File: src/rtl/pe_sched_pkg.sv
// Shared definitions for the PE-array pass sequencer.
// The state encoding is visible on the debug port, so the values are fixed.
package pe_sched_pkg;

  localparam int STATE_W = 3;

  typedef enum logic [STATE_W-1:0] {
    IDLE      = 3'd0,
    CONFIG    = 3'd1,
    LOAD_W    = 3'd2,
    LOAD_IF   = 3'd3,
    LOAD_PSUM = 3'd4,
    WAIT_MAC  = 3'd5,
    DRAIN     = 3'd6
  } state_t;

endpackage

File: src/rtl/pe_array_sched_if.sv
// Bus-side handshake between the global-buffer controller and the sequencer.
// The controller offers words; the sequencer accepts them only in the matching phase.
interface pe_array_sched_if;

  logic bus_weight_valid;
  logic bus_feature_valid;
  logic bus_psum_in_valid;
  logic bus_psum_out_valid;
  logic weight_ready;
  logic feature_ready;
  logic psum_in_ready;

  modport master (
    output bus_weight_valid, bus_feature_valid, bus_psum_in_valid, bus_psum_out_valid,
    input  weight_ready, feature_ready, psum_in_ready
  );

  modport slave (
    input  bus_weight_valid, bus_feature_valid, bus_psum_in_valid, bus_psum_out_valid,
    output weight_ready, feature_ready, psum_in_ready
  );

endinterface

File: src/rtl/sched_word_cnt.sv
// Clearable word counter that saturates at its target.
// hit means "this phase is complete after the current cycle" and covers a zero target.
module sched_word_cnt #(
  parameter int WIDTH = 16
) (
  input  logic             clk,
  input  logic             rst_n,
  input  logic             clr,
  input  logic             inc,
  input  logic [WIDTH-1:0] target,
  output logic             hit
);

  logic [WIDTH-1:0] count_reg;
  logic [WIDTH-1:0] count_next;
  logic [WIDTH:0]   count_inc;

  // One bit wider, so a target of all-ones still compares correctly.
  assign count_inc = {1'b0, count_reg} + (WIDTH+1)'(1);

  always_comb begin
    count_next = count_reg;
    if (clr) begin
      count_next = '0;
    end else if (inc && (count_reg != target)) begin
      count_next = count_inc[WIDTH-1:0];
    end
  end

  assign hit = (count_reg == target) || (inc && (count_inc == {1'b0, target}));

  always_ff @(posedge clk or negedge rst_n) begin
    if (!rst_n) begin
      count_reg <= '0;
    end else begin
      count_reg <= count_next;
    end
  end

endmodule

File: src/rtl/pe_array_sched.sv
// Pass-level sequencer for a column of PEs: issues phase start pulses, gates bus
// ready per phase, counts words, collects mac_finish and repeats for num_pass passes.
module pe_array_sched
  import pe_sched_pkg::*;
#(
  parameter int NUM_PE    = 12,
  parameter int CNT_WIDTH = 16
) (
  input  logic                 clk,
  input  logic                 rst_n,
  input  logic                 start,
  input  logic                 abort,
  input  logic [CNT_WIDTH-1:0] num_pass,
  input  logic [CNT_WIDTH-1:0] w_len,
  input  logic [CNT_WIDTH-1:0] if_len,
  input  logic [CNT_WIDTH-1:0] psum_len,
  input  logic [CNT_WIDTH-1:0] out_len,
  input  logic [NUM_PE-1:0]    pe_weight_load_ready,
  input  logic [NUM_PE-1:0]    pe_ifmap_load_ready,
  input  logic [NUM_PE-1:0]    pe_psum_in_load_ready,
  input  logic [NUM_PE-1:0]    mac_finish,
  pe_array_sched_if.slave      bus,
  output logic                 start_config,
  output logic                 start_weight_load,
  output logic                 start_feature_load,
  output logic                 start_psum_in_load,
  output logic                 psum_out_start,
  output logic                 busy,
  output logic                 done,
  output logic [CNT_WIDTH-1:0] pass_idx,
  output logic [STATE_W-1:0]   state
);

  state_t               state_reg, state_next;
  logic                 entry_reg;
  logic                 done_reg, done_set;
  logic [CNT_WIDTH-1:0] pass_idx_reg, pass_idx_next;
  logic [NUM_PE-1:0]    fin_reg, fin_next;
  logic                 all_fin;
  logic                 last_pass;
  logic                 cnt_clr, cnt_inc, cnt_hit;
  logic [CNT_WIDTH-1:0] cnt_target;
  logic                 fin_clear;

  // A zero-length phase still runs one cycle but never offers ready.
  assign bus.weight_ready  = (state_reg == LOAD_W)    && (&pe_weight_load_ready)  && (w_len    != '0);
  assign bus.feature_ready = (state_reg == LOAD_IF)   && (&pe_ifmap_load_ready)   && (if_len   != '0);
  assign bus.psum_in_ready = (state_reg == LOAD_PSUM) && (&pe_psum_in_load_ready) && (psum_len != '0);

  assign last_pass = (num_pass == '0) ? (pass_idx_reg == '0)
                                      : (pass_idx_reg == num_pass - CNT_WIDTH'(1));

  // Sticky finish flags; the combinational OR lets a same-cycle final pulse count.
  assign fin_clear = (state_next == WAIT_MAC) && (state_reg != WAIT_MAC);
  assign all_fin   = &(fin_reg | mac_finish);

  for (genvar gi = 0; gi < NUM_PE; gi++) begin : g_fin
    assign fin_next[gi] = fin_clear ? 1'b0
                        : (state_reg == WAIT_MAC) ? (fin_reg[gi] | mac_finish[gi])
                        : fin_reg[gi];
  end

  always_comb begin
    state_next         = state_reg;
    pass_idx_next      = pass_idx_reg;
    done_set           = 1'b0;
    cnt_inc            = 1'b0;
    cnt_target         = '0;
    start_config       = 1'b0;
    start_weight_load  = 1'b0;
    start_feature_load = 1'b0;
    start_psum_in_load = 1'b0;
    psum_out_start     = 1'b0;

    unique case (state_reg)
      IDLE: begin
        if (start) state_next = CONFIG;
      end
      CONFIG: begin
        start_config  = 1'b1;
        pass_idx_next = '0;
        state_next    = LOAD_W;
      end
      LOAD_W: begin
        start_weight_load = entry_reg;
        cnt_inc           = bus.bus_weight_valid & bus.weight_ready;
        cnt_target        = w_len;
        if (cnt_hit) state_next = LOAD_IF;
      end
      LOAD_IF: begin
        start_feature_load = entry_reg;
        cnt_inc            = bus.bus_feature_valid & bus.feature_ready;
        cnt_target         = if_len;
        if (cnt_hit) state_next = (pass_idx_reg != '0) ? LOAD_PSUM : WAIT_MAC;
      end
      LOAD_PSUM: begin
        start_psum_in_load = entry_reg;
        cnt_inc            = bus.bus_psum_in_valid & bus.psum_in_ready;
        cnt_target         = psum_len;
        if (cnt_hit) state_next = WAIT_MAC;
      end
      WAIT_MAC: begin
        if (all_fin) state_next = DRAIN;
      end
      DRAIN: begin
        psum_out_start = entry_reg;
        cnt_inc        = bus.bus_psum_out_valid;
        cnt_target     = out_len;
        if (cnt_hit) begin
          if (last_pass) begin
            state_next    = IDLE;
            pass_idx_next = '0;
            done_set      = 1'b1;
          end else begin
            state_next    = LOAD_W;
            pass_idx_next = pass_idx_reg + CNT_WIDTH'(1);
          end
        end
      end
      default: state_next = IDLE;
    endcase

    if (abort) begin
      state_next    = IDLE;
      pass_idx_next = '0;
      done_set      = 1'b0;
    end
  end

  // Every state change restarts the shared counter, so each phase starts from zero.
  assign cnt_clr = (state_next != state_reg);

  sched_word_cnt #(
    .WIDTH (CNT_WIDTH)
  ) u_word_cnt (
    .clk    (clk),
    .rst_n  (rst_n),
    .clr    (cnt_clr),
    .inc    (cnt_inc),
    .target (cnt_target),
    .hit    (cnt_hit)
  );

  always_ff @(posedge clk or negedge rst_n) begin
    if (!rst_n) begin
      state_reg    <= IDLE;
      entry_reg    <= 1'b0;
      done_reg     <= 1'b0;
      pass_idx_reg <= '0;
      fin_reg      <= '0;
    end else begin
      state_reg    <= state_next;
      entry_reg    <= (state_next != state_reg);
      done_reg     <= done_set;
      pass_idx_reg <= pass_idx_next;
      fin_reg      <= fin_next;
    end
  end

  assign busy     = (state_reg != IDLE);
  assign done     = done_reg;
  assign pass_idx = pass_idx_reg;
  assign state    = state_reg;

endmodule

File: src/flat_wrapper.sv
// flat-port wrapper written by rule: the top's interface ports become plain ports
module pe_array_sched_flat import pe_sched_pkg::*;
#(
  parameter int NUM_PE    = 12,
  parameter int CNT_WIDTH = 16
)
  (clk, rst_n, start, abort, num_pass, w_len, if_len, psum_len, out_len, pe_weight_load_ready, pe_ifmap_load_ready, pe_psum_in_load_ready, mac_finish, start_config, start_weight_load, start_feature_load, start_psum_in_load, psum_out_start, busy, done, pass_idx, state, bus_bus_weight_valid, bus_bus_feature_valid, bus_bus_psum_in_valid, bus_bus_psum_out_valid, bus_weight_ready, bus_feature_ready, bus_psum_in_ready);
  pe_array_sched_if bus_i ();
  input  logic clk;
  input  logic rst_n;
  input  logic start;
  input  logic abort;
  input  logic [CNT_WIDTH-1:0] num_pass;
  input  logic [CNT_WIDTH-1:0] w_len;
  input  logic [CNT_WIDTH-1:0] if_len;
  input  logic [CNT_WIDTH-1:0] psum_len;
  input  logic [CNT_WIDTH-1:0] out_len;
  input  logic [NUM_PE-1:0] pe_weight_load_ready;
  input  logic [NUM_PE-1:0] pe_ifmap_load_ready;
  input  logic [NUM_PE-1:0] pe_psum_in_load_ready;
  input  logic [NUM_PE-1:0] mac_finish;
  output logic start_config;
  output logic start_weight_load;
  output logic start_feature_load;
  output logic start_psum_in_load;
  output logic psum_out_start;
  output logic busy;
  output logic done;
  output logic [CNT_WIDTH-1:0] pass_idx;
  output logic [STATE_W-1:0] state;
  input wire logic [$bits(bus_i.bus_weight_valid)-1:0] bus_bus_weight_valid;
  input wire logic [$bits(bus_i.bus_feature_valid)-1:0] bus_bus_feature_valid;
  input wire logic [$bits(bus_i.bus_psum_in_valid)-1:0] bus_bus_psum_in_valid;
  input wire logic [$bits(bus_i.bus_psum_out_valid)-1:0] bus_bus_psum_out_valid;
  output wire logic [$bits(bus_i.weight_ready)-1:0] bus_weight_ready;
  output wire logic [$bits(bus_i.feature_ready)-1:0] bus_feature_ready;
  output wire logic [$bits(bus_i.psum_in_ready)-1:0] bus_psum_in_ready;
  assign bus_i.bus_weight_valid = bus_bus_weight_valid;
  assign bus_i.bus_feature_valid = bus_bus_feature_valid;
  assign bus_i.bus_psum_in_valid = bus_bus_psum_in_valid;
  assign bus_i.bus_psum_out_valid = bus_bus_psum_out_valid;
  assign bus_weight_ready = bus_i.weight_ready;
  assign bus_feature_ready = bus_i.feature_ready;
  assign bus_psum_in_ready = bus_i.psum_in_ready;
  pe_array_sched #(.NUM_PE(NUM_PE), .CNT_WIDTH(CNT_WIDTH)) u_core (.clk(clk), .rst_n(rst_n), .start(start), .abort(abort), .num_pass(num_pass), .w_len(w_len), .if_len(if_len), .psum_len(psum_len), .out_len(out_len), .pe_weight_load_ready(pe_weight_load_ready), .pe_ifmap_load_ready(pe_ifmap_load_ready), .pe_psum_in_load_ready(pe_psum_in_load_ready), .mac_finish(mac_finish), .bus(bus_i), .start_config(start_config), .start_weight_load(start_weight_load), .start_feature_load(start_feature_load), .start_psum_in_load(start_psum_in_load), .psum_out_start(psum_out_start), .busy(busy), .done(done), .pass_idx(pass_idx), .state(state));
endmodule
File: config.mk
export PLATFORM = sky130hd
export DESIGN_NAME = pe_array_sched_flat
export DESIGN_NICKNAME = d
export VERILOG_FILES = /design/src/rtl/pe_sched_pkg.sv /design/src/rtl/pe_array_sched_if.sv /design/src/rtl/sched_word_cnt.sv /design/src/rtl/pe_array_sched.sv /design/src/flat_wrapper.sv
export SDC_FILE = /design/constraint.sdc
export NUM_CORES = 1
export LEC_CHECK = 0
export ABC_AREA = 1
export ABC_CLOCK_PERIOD_IN_PS = 3800
export CAP_MARGIN = 15
export CORE_AREA = 4 4 113 104
export CTS_CLUSTER_SIZE = 12
export DETAILED_ROUTE_END_ITERATION = 12
export DIE_AREA = 0 0 117 108
export GPL_ROUTABILITY_DRIVEN = 0
export PLACE_DENSITY = 0.84
export SLEW_MARGIN = 15
export SYNTH_ARGS = -nofsm -noshare
export SYNTH_HDL_FRONTEND = slang
export SYNTH_SLANG_ARGS = --single-unit
File: constraint.sdc
create_clock -name clk -period 3.8 [get_ports clk]
set_input_delay 0.38 -clock clk [delete_from_list [all_inputs] [get_ports clk]]
set_output_delay 0.38 -clock clk [all_outputs]
set_load 0.01 [all_outputs]
==> results of run 1 <==
## synth_stat cells
master	instances	area, µm²
or2_2	1	6.26
clkbuf_1	9	33.8
o21bai_1	2	15.0
o21ai_2	1	8.76
dfrtp_1	49	1230
o21ai_1	7	35.0
nor4_1	12	75.1
nand3_1	86	430
and3_1	1	6.26
buf_2	8	40.0
a32oi_1	1	8.76
or4_1	1	7.51
nor2_1	165	619
nand2_2	3	18.8
nand2_1	354	1330
xor2_1	18	158
inv_2	5	18.8
nand3_2	3	30.0
o41ai_1	1	8.76
inv_1	130	488
xnor2_1	8	70.1
nor2_4	1	11.3
nor3b_1	5	37.5
ha_1	4	50.1
nor3_1	8	40.0
a21oi_1	6	30.0
buf_6	3	33.8
o21ai_0	42	210
nand3b_1	1	7.51
nor2_2	15	93.8
buf_4	6	45.0
o211ai_1	1	7.51
nand4_1	43	269
## cells by family after synthesis
kind of cell    after synthesis
compound gates               61
xor+xnor                     26
fa+ha+maj                     4
buf+inv                     161
flops                        49
simple gates                699
## per-layer routing
metal / track usage (%) / part of all wire [%] / up-vias
li1: - / - / 3471
met1: 39.7 / 42 / 3055
met2: 47.7 / 43 / 385
met3: 9.07 / 13 / 45
met4: 8.11 / 2.5 / 0
met5: 0 / 0 / -
## final cells by class
cell class | count | area [µm²]
Timing Repair Buffer | 177 | 1730
Multi-Input combinational cell | 790 | 3580
Sequential cell | 49 | 1230
Inverter | 135 | 507
Clock buffer | 6 | 139
Clock inverter | 2 | 13.8
Fill cell | 981 | 3260
Tap cell | 133 | 166
## through the flow
| stage | setup slack (ns) | hold slack (ns) |
|---|---|---|
| floorplan | 1.33 | 0.0844 |
| global placement | 0.516 | 0.463 |
| detailed placement | 0.427 | 0.463 |
| CTS | 0.423 | 0.236 |
| global route | 0.0679 | 0.261 |
| finish | 0.387 | 0.201 |
## placed cells by master (no fill, tap or decap), types with 2 or more instances in the layout
| cell | instances |
|---|---|
| ha_1 | 4 |
| nand2_2 | 3 |
| xor2_1 | 18 |
| a21oi_1 | 6 |
| inv_2 | 5 |
| dfrtp_1 | 49 |
| nor4_1 | 12 |
| o21ai_1 | 7 |
| nor2_2 | 15 |
| nor2_1 | 165 |
| nor3_1 | 8 |
| clkbuf_16 | 5 |
| nand4_1 | 43 |
| clkdlybuf4s50_1 | 163 |
| nor3b_1 | 5 |
| nand3_1 | 86 |
| o21ai_0 | 42 |
| buf_4 | 13 |
| nand3_2 | 3 |
| o21bai_1 | 2 |
| inv_1 | 130 |
| nand2_1 | 354 |
| xnor2_1 | 8 |
## power groups by stage
stage	clock [µW]	sequential, µW	combinational, µW
6_report	463	669	1560
5_1_grt	493	679	1740
4_1_cts	469	667	1530
3_5_place_dp	0	673	1520
3_3_place_gp	0	675	1500
2_1_floorplan	0	653	1030
## path summary, 6_finish.rpt
check,slack (ns),cells after the start,start,end
min,0.20,2,rst_n,u_core.u_word_cnt.count_reg[14]
max in group asynchronous,3.15,2,rst_n,u_core.pass_idx[13]
min in group clk,0.48,2,u_core.fin_reg[5],u_core.fin_reg[5]
max,0.39,18,u_core.state[0],u_core.pass_idx[6]
max reg2reg,0.39,18,u_core.state[0],u_core.pass_idx[6]
min reg2reg,0.48,2,u_core.fin_reg[5],u_core.fin_reg[5]
==> run_results.csv, run 1 <==
group,metric,value,unit
floorplanning,io_pins,165,
synthesis,yosys.area_share.simple,54.5,%
timing,rsz0062_at_grt,"no",
synthesis,synth_fa_ha_area_share,0.915,%
synthesis,postSynthCellCount,1000,
timing,relSlewSlack,56.3,%
detailed_routing,drtPass1Iterations,5,
floorplanning,initial_core_util,51.4,%
synthesis,synth.distinct_cells,33,
worst_setup_path,worstSetupPathType,"flop to flop",
power,p_sw_share,48.1,%
cts,clk_pin_slew_worst_paths,0.07,ns
power,peakVddDrop,326,µV
placement,dp_cells,1284,
detailed_routing,wl_per_cell,15.1,µm
power,intPower,1400,µW
synthesis,yosysWarnings,0,
floorplanning,die_y,108,µm
global_routing,grt_max_degree,50,
power,p_clk_share,17.2,%
detailed_routing,drc,0,
global_routing,grt_pass1_wl,30.2,mm
synthesis,synth.avg_cell_area,5.47,µm²
run,cap_violations,0,
worst_setup_path,crit_fanout,23,
final_layout,final_cells,1292,
global_routing,grt.total_usage,30.0,%
timing,skew,0.00715,ns
cts,postCtsSetupRepairBufs,0,
cts,cts_tree,"built",
floorplanning,core,10600,µm²
worst_setup_path,crit_path_end_kind,"flop",
synthesis,synth_seq_cells,49,
placement,post_dp_cell_area,7220,µm²
floorplanning,num_rows,36,
worst_setup_path,cpMostUsedCell,"nand2_1",
timing,worst-slew-pin-transition,0.656,ns
synthesis,yosysSeqAreaShare,22.4,%
cts,ctsHtreeMaxLevel,2,
detailed_routing,vias,6956,
worst_setup_path,crit_buf_inv,4,
placement,portBuffers,164,
synthesis,synth-compound-area-share,5.93,%
power,share_comb_of_total_power,58.0,%
timing,fin_crit_sh,89.8,%
power,p_leak,0.00349,µW
run_status,status,"completed",
final_layout,area_delta_synth_final,34.8,%
placement,dp_hpwl,15.7,mm
power,powerDensity,366,nW/µm²
global_routing,grt_overflow_total,0,
cts,clkSinkCount,49,
cts,holdBufCountCts,0,
timing,post-route-min-period,3.41,ns
synthesis,synth-xor-area-share,4.16,%
global_routing,grt_pass1_vias,6407,
power,p_sw,1300,µW
detailed_routing,drtIter0Drc,720,
floorplanning,die_area,12600,µm²
synthesis,synth_top_family_by_area,"simple AND/OR/NAND/NOR gates",
min_path,hold_path_class,"primary input to async pin",
floorplanning,die_w,117,µm
detailed_routing,vias_per_cell,5.38,
cts,clk_latency,0.30,ns
worst_setup_path,cp.arrival,3.61,ns
timing,slew_violations,0,
worst_setup_path,critPathRequiredTime,4.00,ns
power,seqPwrFrac,24.8,%
cts,root_buffer,"clkbuf_16",
detailed_routing,ant_nets,0,
worst_setup_path,critPathTopFamily,"simple AND/OR/NAND/NOR gates",
final_layout,drive_gt1_share,4.40,%
final_layout,antenna_cells,0,
detailed_routing,routed_wl,19.5,mm
cts,cts_resized,0,
timing,setup-tns-final,0,ns
synthesis,syn_area,5470,µm²
final_layout,finalInstanceArea,7370,µm²
timing,max_freq,293,MHz
timing,setup_violations,0,
synthesis,syn_nets,1140,
final_layout,fin_util,69.3,%
power,p_total,2690,µW
worst_setup_path,path_cells,"inv_2 -> nand3_2 -> o21ai_1 -> inv_1 -> nand3_1 -> nand2_1 -> nor2_1 -> nand2_1 -> nor2_1 -> nand2_1 -> nand2_1 -> inv_1 -> nand2_1 -> nand2_2 -> inv_2 -> nand2_1 -> nand2_1 -> nor3b_1",
cts,cts_buffers,5,
final_layout,final_nets,1298,
timing,finalHoldViolCount,0,
cts,clockBufferDepth,2,
worst_setup_path,cpPeakStageDelay,0.48,ns
worst_setup_path,critPathLaunchType,"flop",
synthesis,synth_mux_area_share,0,%
worst_setup_path,critPathSlowestCell,"dfrtp_1",
global_routing,antenna_found_initial,0,
(Power assumes the default switching activity.)
==> run 2: changes to the inputs <==
--- a/config.mk
+++ b/config.mk
@@ -8,12 +8,13 @@
 export ABC_AREA = 1
 export ABC_CLOCK_PERIOD_IN_PS = 3800
 export CAP_MARGIN = 15
-export CORE_AREA = 4 4 113 104
+export CORE_AREA = 4 4 111 102
 export CTS_CLUSTER_SIZE = 12
 export DETAILED_ROUTE_END_ITERATION = 12
-export DIE_AREA = 0 0 117 108
+export DIE_AREA = 0 0 115 106
+export DONT_BUFFER_PORTS = 1
 export GPL_ROUTABILITY_DRIVEN = 0
-export PLACE_DENSITY = 0.84
+export PLACE_DENSITY = 0.66
 export SLEW_MARGIN = 15
 export SYNTH_ARGS = -nofsm -noshare
 export SYNTH_HDL_FRONTEND = slang
==> run 2 against run 1 <==
Compared with the run above: via count down 11%; combinational power down 15%; critical path depth up 1; largest power group unchanged; clock skew up 0.0012 ns.
==> run_results.csv, run 2 (synthesis gave the netlist of run 1 again) <==
group,metric,value,unit
worst_setup_path,path_cells,"buf_4 -> nand3_2 -> o21ai_1 -> inv_1 -> nand3_1 -> nand2_1 -> nor2_1 -> nand2_1 -> nor2_1 -> nand2_1 -> nand3_1 -> nand2_1 -> nand2_1 -> nand2_1 -> nand2_1 -> nand2_1 -> nor2_1 -> nand2_2 -> nor2_1",
cts,clockBufferDepth,2,
power,share_comb_of_total_power,51.2,%
timing,rsz0062_at_grt,"no",
worst_setup_path,cp.arrival,3.56,ns
detailed_routing,vias_per_cell,5.54,
floorplanning,num_rows,35,
worst_setup_path,crit_path_end_kind,"flop",
global_routing,grt_overflow_total,0,
worst_setup_path,cpMostUsedCell,"nand2_1",
detailed_routing,drtPass1Iterations,5,
detailed_routing,drc,0,
power,intPower,1350,µW
floorplanning,die_area,12200,µm²
detailed_routing,ant_nets,0,
worst_setup_path,crit_buf_inv,2,
floorplanning,initial_core_util,53.8,%
placement,post_dp_cell_area,5550,µm²
worst_setup_path,critPathRequiredTime,4.01,ns
timing,skew,0.00832,ns
cts,clk_latency,0.29,ns
timing,finalHoldViolCount,0,
placement,dp_hpwl,15.3,mm
worst_setup_path,crit_fanout,17,
final_layout,finalInstanceArea,5790,µm²
worst_setup_path,cpPeakStageDelay,0.56,ns
floorplanning,die_y,106,µm
timing,worst-slew-pin-transition,0.777,ns
run,cap_violations,0,
power,p_clk_share,22.8,%
worst_setup_path,worstSetupPathType,"flop to flop",
floorplanning,die_w,115,µm
worst_setup_path,rrSetupSlack,0.45,ns
power,p_sw,1250,µW
timing,slew_violations,0,
timing,fin_crit_sh,88.1,%
global_routing,grt_max_degree,50,
power,p_leak,0.00289,µW
final_layout,final_cell_mix,"354 x nand2_1, 165 x nor2_1, 130 x inv_1, 85 x nand3_1, 48 x dfrtp_1",
timing,setup_violations,0,
placement,portBuffers,0,
detailed_routing,wl_per_cell,16.6,µm
timing,setup-tns-final,0,ns
global_routing,grt_pass1_vias,5763,
final_layout,fillers,1126,
cts,cts_buffers,5,
cts,clkSinkCount,49,
floorplanning,io_pins,165,
final_layout,antenna_cells,0,
final_layout,area_delta_synth_final,5.93,%
final_layout,final_nets,1133,
cts,clk_pin_slew_worst_paths,0.08,ns
global_routing,antenna_found_initial,0,
global_routing,grt.total_usage,30.6,%
global_routing,grt_pass1_wl,29.5,mm
timing,relSlewSlack,48.0,%
floorplanning,core,10200,µm²
cts,ctsHtreeMaxLevel,2,
min_path,hold_path_class,"primary input to flop",
run_status,status,"completed",
worst_setup_path,critPathTopFamily,"simple AND/OR/NAND/NOR gates",
cts,root_buffer,"clkbuf_16",
power,seqPwrFrac,26.0,%
detailed_routing,drtIter0Drc,584,
detailed_routing,routed_wl,18.7,mm
timing,post-route-min-period,3.35,ns
cts,cts_tree,"built",
worst_setup_path,critPathLaunchType,"flop",
detailed_routing,vias,6224,
power,p_sw_share,48.0,%
timing,max_freq,299,MHz
power,peakVddDrop,449,µV
power,powerDensity,449,nW/µm²
final_layout,mostFrequentLayoutCell,"nand2_1",
worst_setup_path,critPathSlowestCell,"dfrtp_2",
final_layout,drive_gt1_share,5.03,%
## run 2: area by class of cell
class	instances	area, µm²	area share, %
Multi-Input combinational cell	790	3590	61.9
Sequential cell	49	1230	21.2
Inverter	135	509	8.79
Tap cell	129	161	2.79
Clock buffer	5	125	2.16
Timing Repair Buffer	12	113	1.94
Clock inverter	3	68.8	1.19
## run 2: power by group through the flow
stage	clock, µW	combinational [µW]	sequential [µW]
2_1_floorplan	0	1030	653
3_3_place_gp	0	1270	682
3_5_place_dp	0	1270	678
4_1_cts	601	1300	672
5_1_grt	617	1510	691
6_report	594	1330	677
## run 2: worst reg2reg max path, stage by stage (launching register included)
cell,delay [ns]
dfrtp_2,0.56
buf_4,0.29
nand3_2,0.25
o21ai_1,0.36
inv_1,0.10
nand3_1,0.09
nand2_1,0.09
nor2_1,0.11
nand2_1,0.06
nor2_1,0.12
nand2_1,0.14
nand3_1,0.14
nand2_1,0.07
nand2_1,0.10
nand2_1,0.08
nand2_1,0.06
nand2_1,0.05
nor2_1,0.11
nand2_2,0.28
nor2_1,0.19
## run 2: per-stage QoR
stage / hold slack, ns / utilization [%] / power, µW / cells / setup slack, ns
final: 0.153 / 57.0 / 2600 / 1123 / 0.453
after global routing: 0.153 / 57.0 / 2820 / 1123 / 0.00531
after CTS: 0.151 / 56.9 / 2570 / 1123 / 0.347
after detailed placement: 0.0862 / 54.7 / 1950 / 1113 / 0.388
after global placement: 0.0864 / 54.7 / 1950 / 1113 / 0.489
after floorplan: 0.0844 / - / 1690 / 1000 / 1.33
## run 2: what timing repair did
item / 4_1_cts / 5_1_grt
resized for setup: 0 / 4
endpoints found under the setup margin: 0 / 42
setup buffers: 0 / 0
hold buffers: 2 / 0
hold endpoints to repair: 49 / 0
## run 2: layer usage
metal  track usage (%)  vias up  wire length (µm)
met5                 0        -                 0
met4              6.20        0               418
li1                  -     3134                 -
met2              47.6      326              7860
met3              6.37       33              2090
met1              43.8     2731              8320
## run 2: worst paths after layout
check                                       start                              to  cells past startpoint
worst max-delay path              u_core.state[1]  u_core.u_word_cnt.count_reg[4]                     19
max in group asynchronous                   rst_n                 u_core.state[1]                      2
worst max register to register    u_core.state[1]  u_core.u_word_cnt.count_reg[4]                     19
worst min register to register  u_core.fin_reg[6]               u_core.fin_reg[6]                      2
min in group asynchronous                   rst_n  u_core.u_word_cnt.count_reg[7]                      2
worst min-delay path                        abort                     u_core.done                      1
==> run 3: changes to the inputs <==
--- a/config.mk
+++ b/config.mk
@@ -8,14 +8,14 @@
 export ABC_AREA = 1
 export ABC_CLOCK_PERIOD_IN_PS = 3800
 export CAP_MARGIN = 15
-export CORE_AREA = 4 4 111 102
+export CORE_AREA = 4 4 113 104
 export CTS_CLUSTER_SIZE = 12
 export DETAILED_ROUTE_END_ITERATION = 12
-export DIE_AREA = 0 0 115 106
-export DONT_BUFFER_PORTS = 1
+export DIE_AREA = 0 0 117 108
 export GPL_ROUTABILITY_DRIVEN = 0
-export PLACE_DENSITY = 0.66
-export SLEW_MARGIN = 15
+export MAX_ROUTING_LAYER = met4
+export PLACE_DENSITY = 0.84
+export SLEW_MARGIN = 10
 export SYNTH_ARGS = -nofsm -noshare
 export SYNTH_HDL_FRONTEND = slang
 export SYNTH_SLANG_ARGS = --single-unit
==> run 3 against run 2 <==
Compared with the run above: die area is 3.7% higher; register-to-register slack worse by 0.11 ns; clock-buffer cell count is 1 higher; largest cell class unchanged; total power is 3.6% higher; routed wire length is 4.2% higher; critical path depth is 1 lower; critical endpoint is now u_core.fin_reg[7]; sequential power is 1% lower; clock power is 22% lower; non-clock buffer count is 165 higher; highest routed layer unchanged; hold slack better by 0.030 ns; largest power group unchanged; setup slack worse by 0.11 ns.
==> run_results.csv, run 3 (synthesis gave the netlist of run 1 again) <==
group,metric,value,unit
run_status,status,"completed",
power,p_sw_share,48.1,%
power,peakVddDrop,325,µV
cts,clockBufferDepth,2,
placement,dp_hpwl,15.7,mm
timing,setup-tns-final,0,ns
power,p_leak,0.00349,µW
power,powerDensity,366,nW/µm²
floorplanning,initial_core_util,51.4,%
floorplanning,die_area,12600,µm²
timing,skew,0.00469,ns
detailed_routing,vias,7002,
cts,postCtsSetupRepairBufs,0,
worst_setup_path,critPathSlowestCell,"dfrtp_1",
cts,clk_latency,0.29,ns
floorplanning,core,10600,µm²
detailed_routing,vias_per_cell,5.42,
cts,cts_resized,0,
power,p_sw,1300,µW
worst_setup_path,critPathLaunchType,"flop",
worst_setup_path,crit_fanout,23,
final_layout,drive_gt1_share,4.40,%
global_routing,grt_overflow_total,0,
global_routing,grt_pass1_vias,6422,
global_routing,grt_max_degree,50,
timing,slew_violations,0,
final_layout,final_nets,1298,
final_layout,mostFrequentLayoutCell,"nand2_1",
cts,root_buffer,"clkbuf_16",
final_layout,fin_util,69.3,%
min_path,hold_path_class,"primary input to async pin",
power,p_clk_share,17.2,%
timing,setup_violations,0,
timing,worst-slew-pin-transition,0.656,ns
cts,holdBufCountCts,0,
timing,relSlewSlack,56.3,%
detailed_routing,drtPass1Iterations,6,
worst_setup_path,cpPeakStageDelay,0.48,ns
cts,clkSinkCount,49,
placement,portBuffers,164,
worst_setup_path,critPathRequiredTime,3.98,ns
power,share_comb_of_total_power,58.0,%
final_layout,final_cell_mix,"354 x nand2_1, 165 x nor2_1, 163 x clkdlybuf4s50_1, 130 x inv_1, 86 x nand3_1",
detailed_routing,drtIter0Drc,725,
timing,rsz0062_at_grt,"no",
cts,ctsHtreeMaxLevel,2,
power,seqPwrFrac,24.8,%
cts,cts_tree,"built",
timing,finalHoldViolCount,0,
worst_setup_path,crit_path_end_kind,"flop",
timing,max_freq,289,MHz
power,p_total,2700,µW
global_routing,grt_pass1_wl,30.2,mm
floorplanning,die_y,108,µm
final_layout,area_delta_synth_final,34.8,%
detailed_routing,wl_per_cell,15.1,µm
worst_setup_path,critPathTopFamily,"simple AND/OR/NAND/NOR gates",
timing,fin_crit_sh,91.0,%
final_layout,antenna_cells,0,
final_layout,fillers,981,
worst_setup_path,path_cells,"inv_2 -> nand3_2 -> o21ai_1 -> inv_1 -> nand3_1 -> nand2_1 -> nor2_1 -> nand2_1 -> nor2_1 -> nand2_1 -> nand2_1 -> nand2_1 -> nand3_1 -> nand2_1 -> nand2_1 -> nand3_1 -> nand2_1 -> nand2_1",
power,intPower,1400,µW
detailed_routing,routed_wl,19.5,mm
global_routing,antenna_found_initial,0,
worst_setup_path,crit_buf_inv,2,
worst_setup_path,worstSetupPathType,"flop to flop",
floorplanning,die_w,117,µm
worst_setup_path,cpMostUsedCell,"nand2_1",
floorplanning,num_rows,36,
final_layout,multi_input_area,3580,µm²
floorplanning,io_pins,165,
worst_setup_path,cp.arrival,3.64,ns
detailed_routing,drc,0,
cts,clk_pin_slew_worst_paths,0.07,ns
detailed_routing,ant_nets,0,
run,cap_violations,0,
timing,post-route-min-period,3.46,ns
final_layout,register_area,1230,µm²
global_routing,grt.total_usage,30.9,%
cts,cts_buffers,5,
-- run 3: path summary, 6_finish.rpt --
kind | startpoint | to | slack (ns) | cells past startpoint
max in group asynchronous | rst_n | u_core.pass_idx[0] | 3.16 | 2
hold reg to reg | u_core.fin_reg[5] | u_core.fin_reg[5] | 0.48 | 2
hold / removal | rst_n | u_core.u_word_cnt.count_reg[14] | 0.18 | 2
setup reg to reg | u_core.state[0] | u_core.fin_reg[7] | 0.34 | 18
setup / recovery | u_core.state[0] | u_core.fin_reg[7] | 0.34 | 18
min in group clk | u_core.fin_reg[5] | u_core.fin_reg[5] | 0.48 | 2
-- run 3: power by group through the flow --
stage | combinational (µW) | clock, µW | sequential, µW
floorplan | 1030 | 0 | 653
global placement | 1500 | 0 | 675
detailed placement | 1520 | 0 | 673
CTS | 1530 | 469 | 667
global route | 1740 | 493 | 679
finish | 1560 | 465 | 669
-- run 3: stage by stage --
step,std cells,worst slack (ns),area [µm²],hold WS [ns]
after floorplan,1000,1.33,5470,0.0844
after global placement,1284,0.516,7220,0.463
after detailed placement,1284,0.427,7220,0.463
after CTS,1292,0.423,7370,0.236
after global routing,1292,0.0679,7370,0.247
final,1292,0.344,7370,0.183
-- run 3: worst register-to-register path: cells and delay by family, from the launching register on --
family	cells	cell delay, ns
AOI/OAI and AO/OA	1	0.36
buffers and inverters	2	0.49
DFF	1	0.48
and+or+nand+nor	15	2.01
-- run 3: layer usage --
metal | wire, µm | track usage [%] | part of all wire (%)
met1 | 7910 | 40.6 | 41
met2 | 8370 | 47.6 | 43
met3 | 2710 | 7.72 | 14
met4 | 480 | 8.11 | 2.5
met5 | 0 | - | 0
-- run 3: final cells by class --
| cell class | count | area share [%] |
|---|---|---|
| flip-flops and latches | 49 | 16.6 |
| inverters | 135 | 6.88 |
| clock inverters | 2 | 0.187 |
| repair buffers | 177 | 23.5 |
| clock buffers | 6 | 1.88 |
| multi-input cells | 790 | 48.6 |
| well taps | 133 | 2.26 |
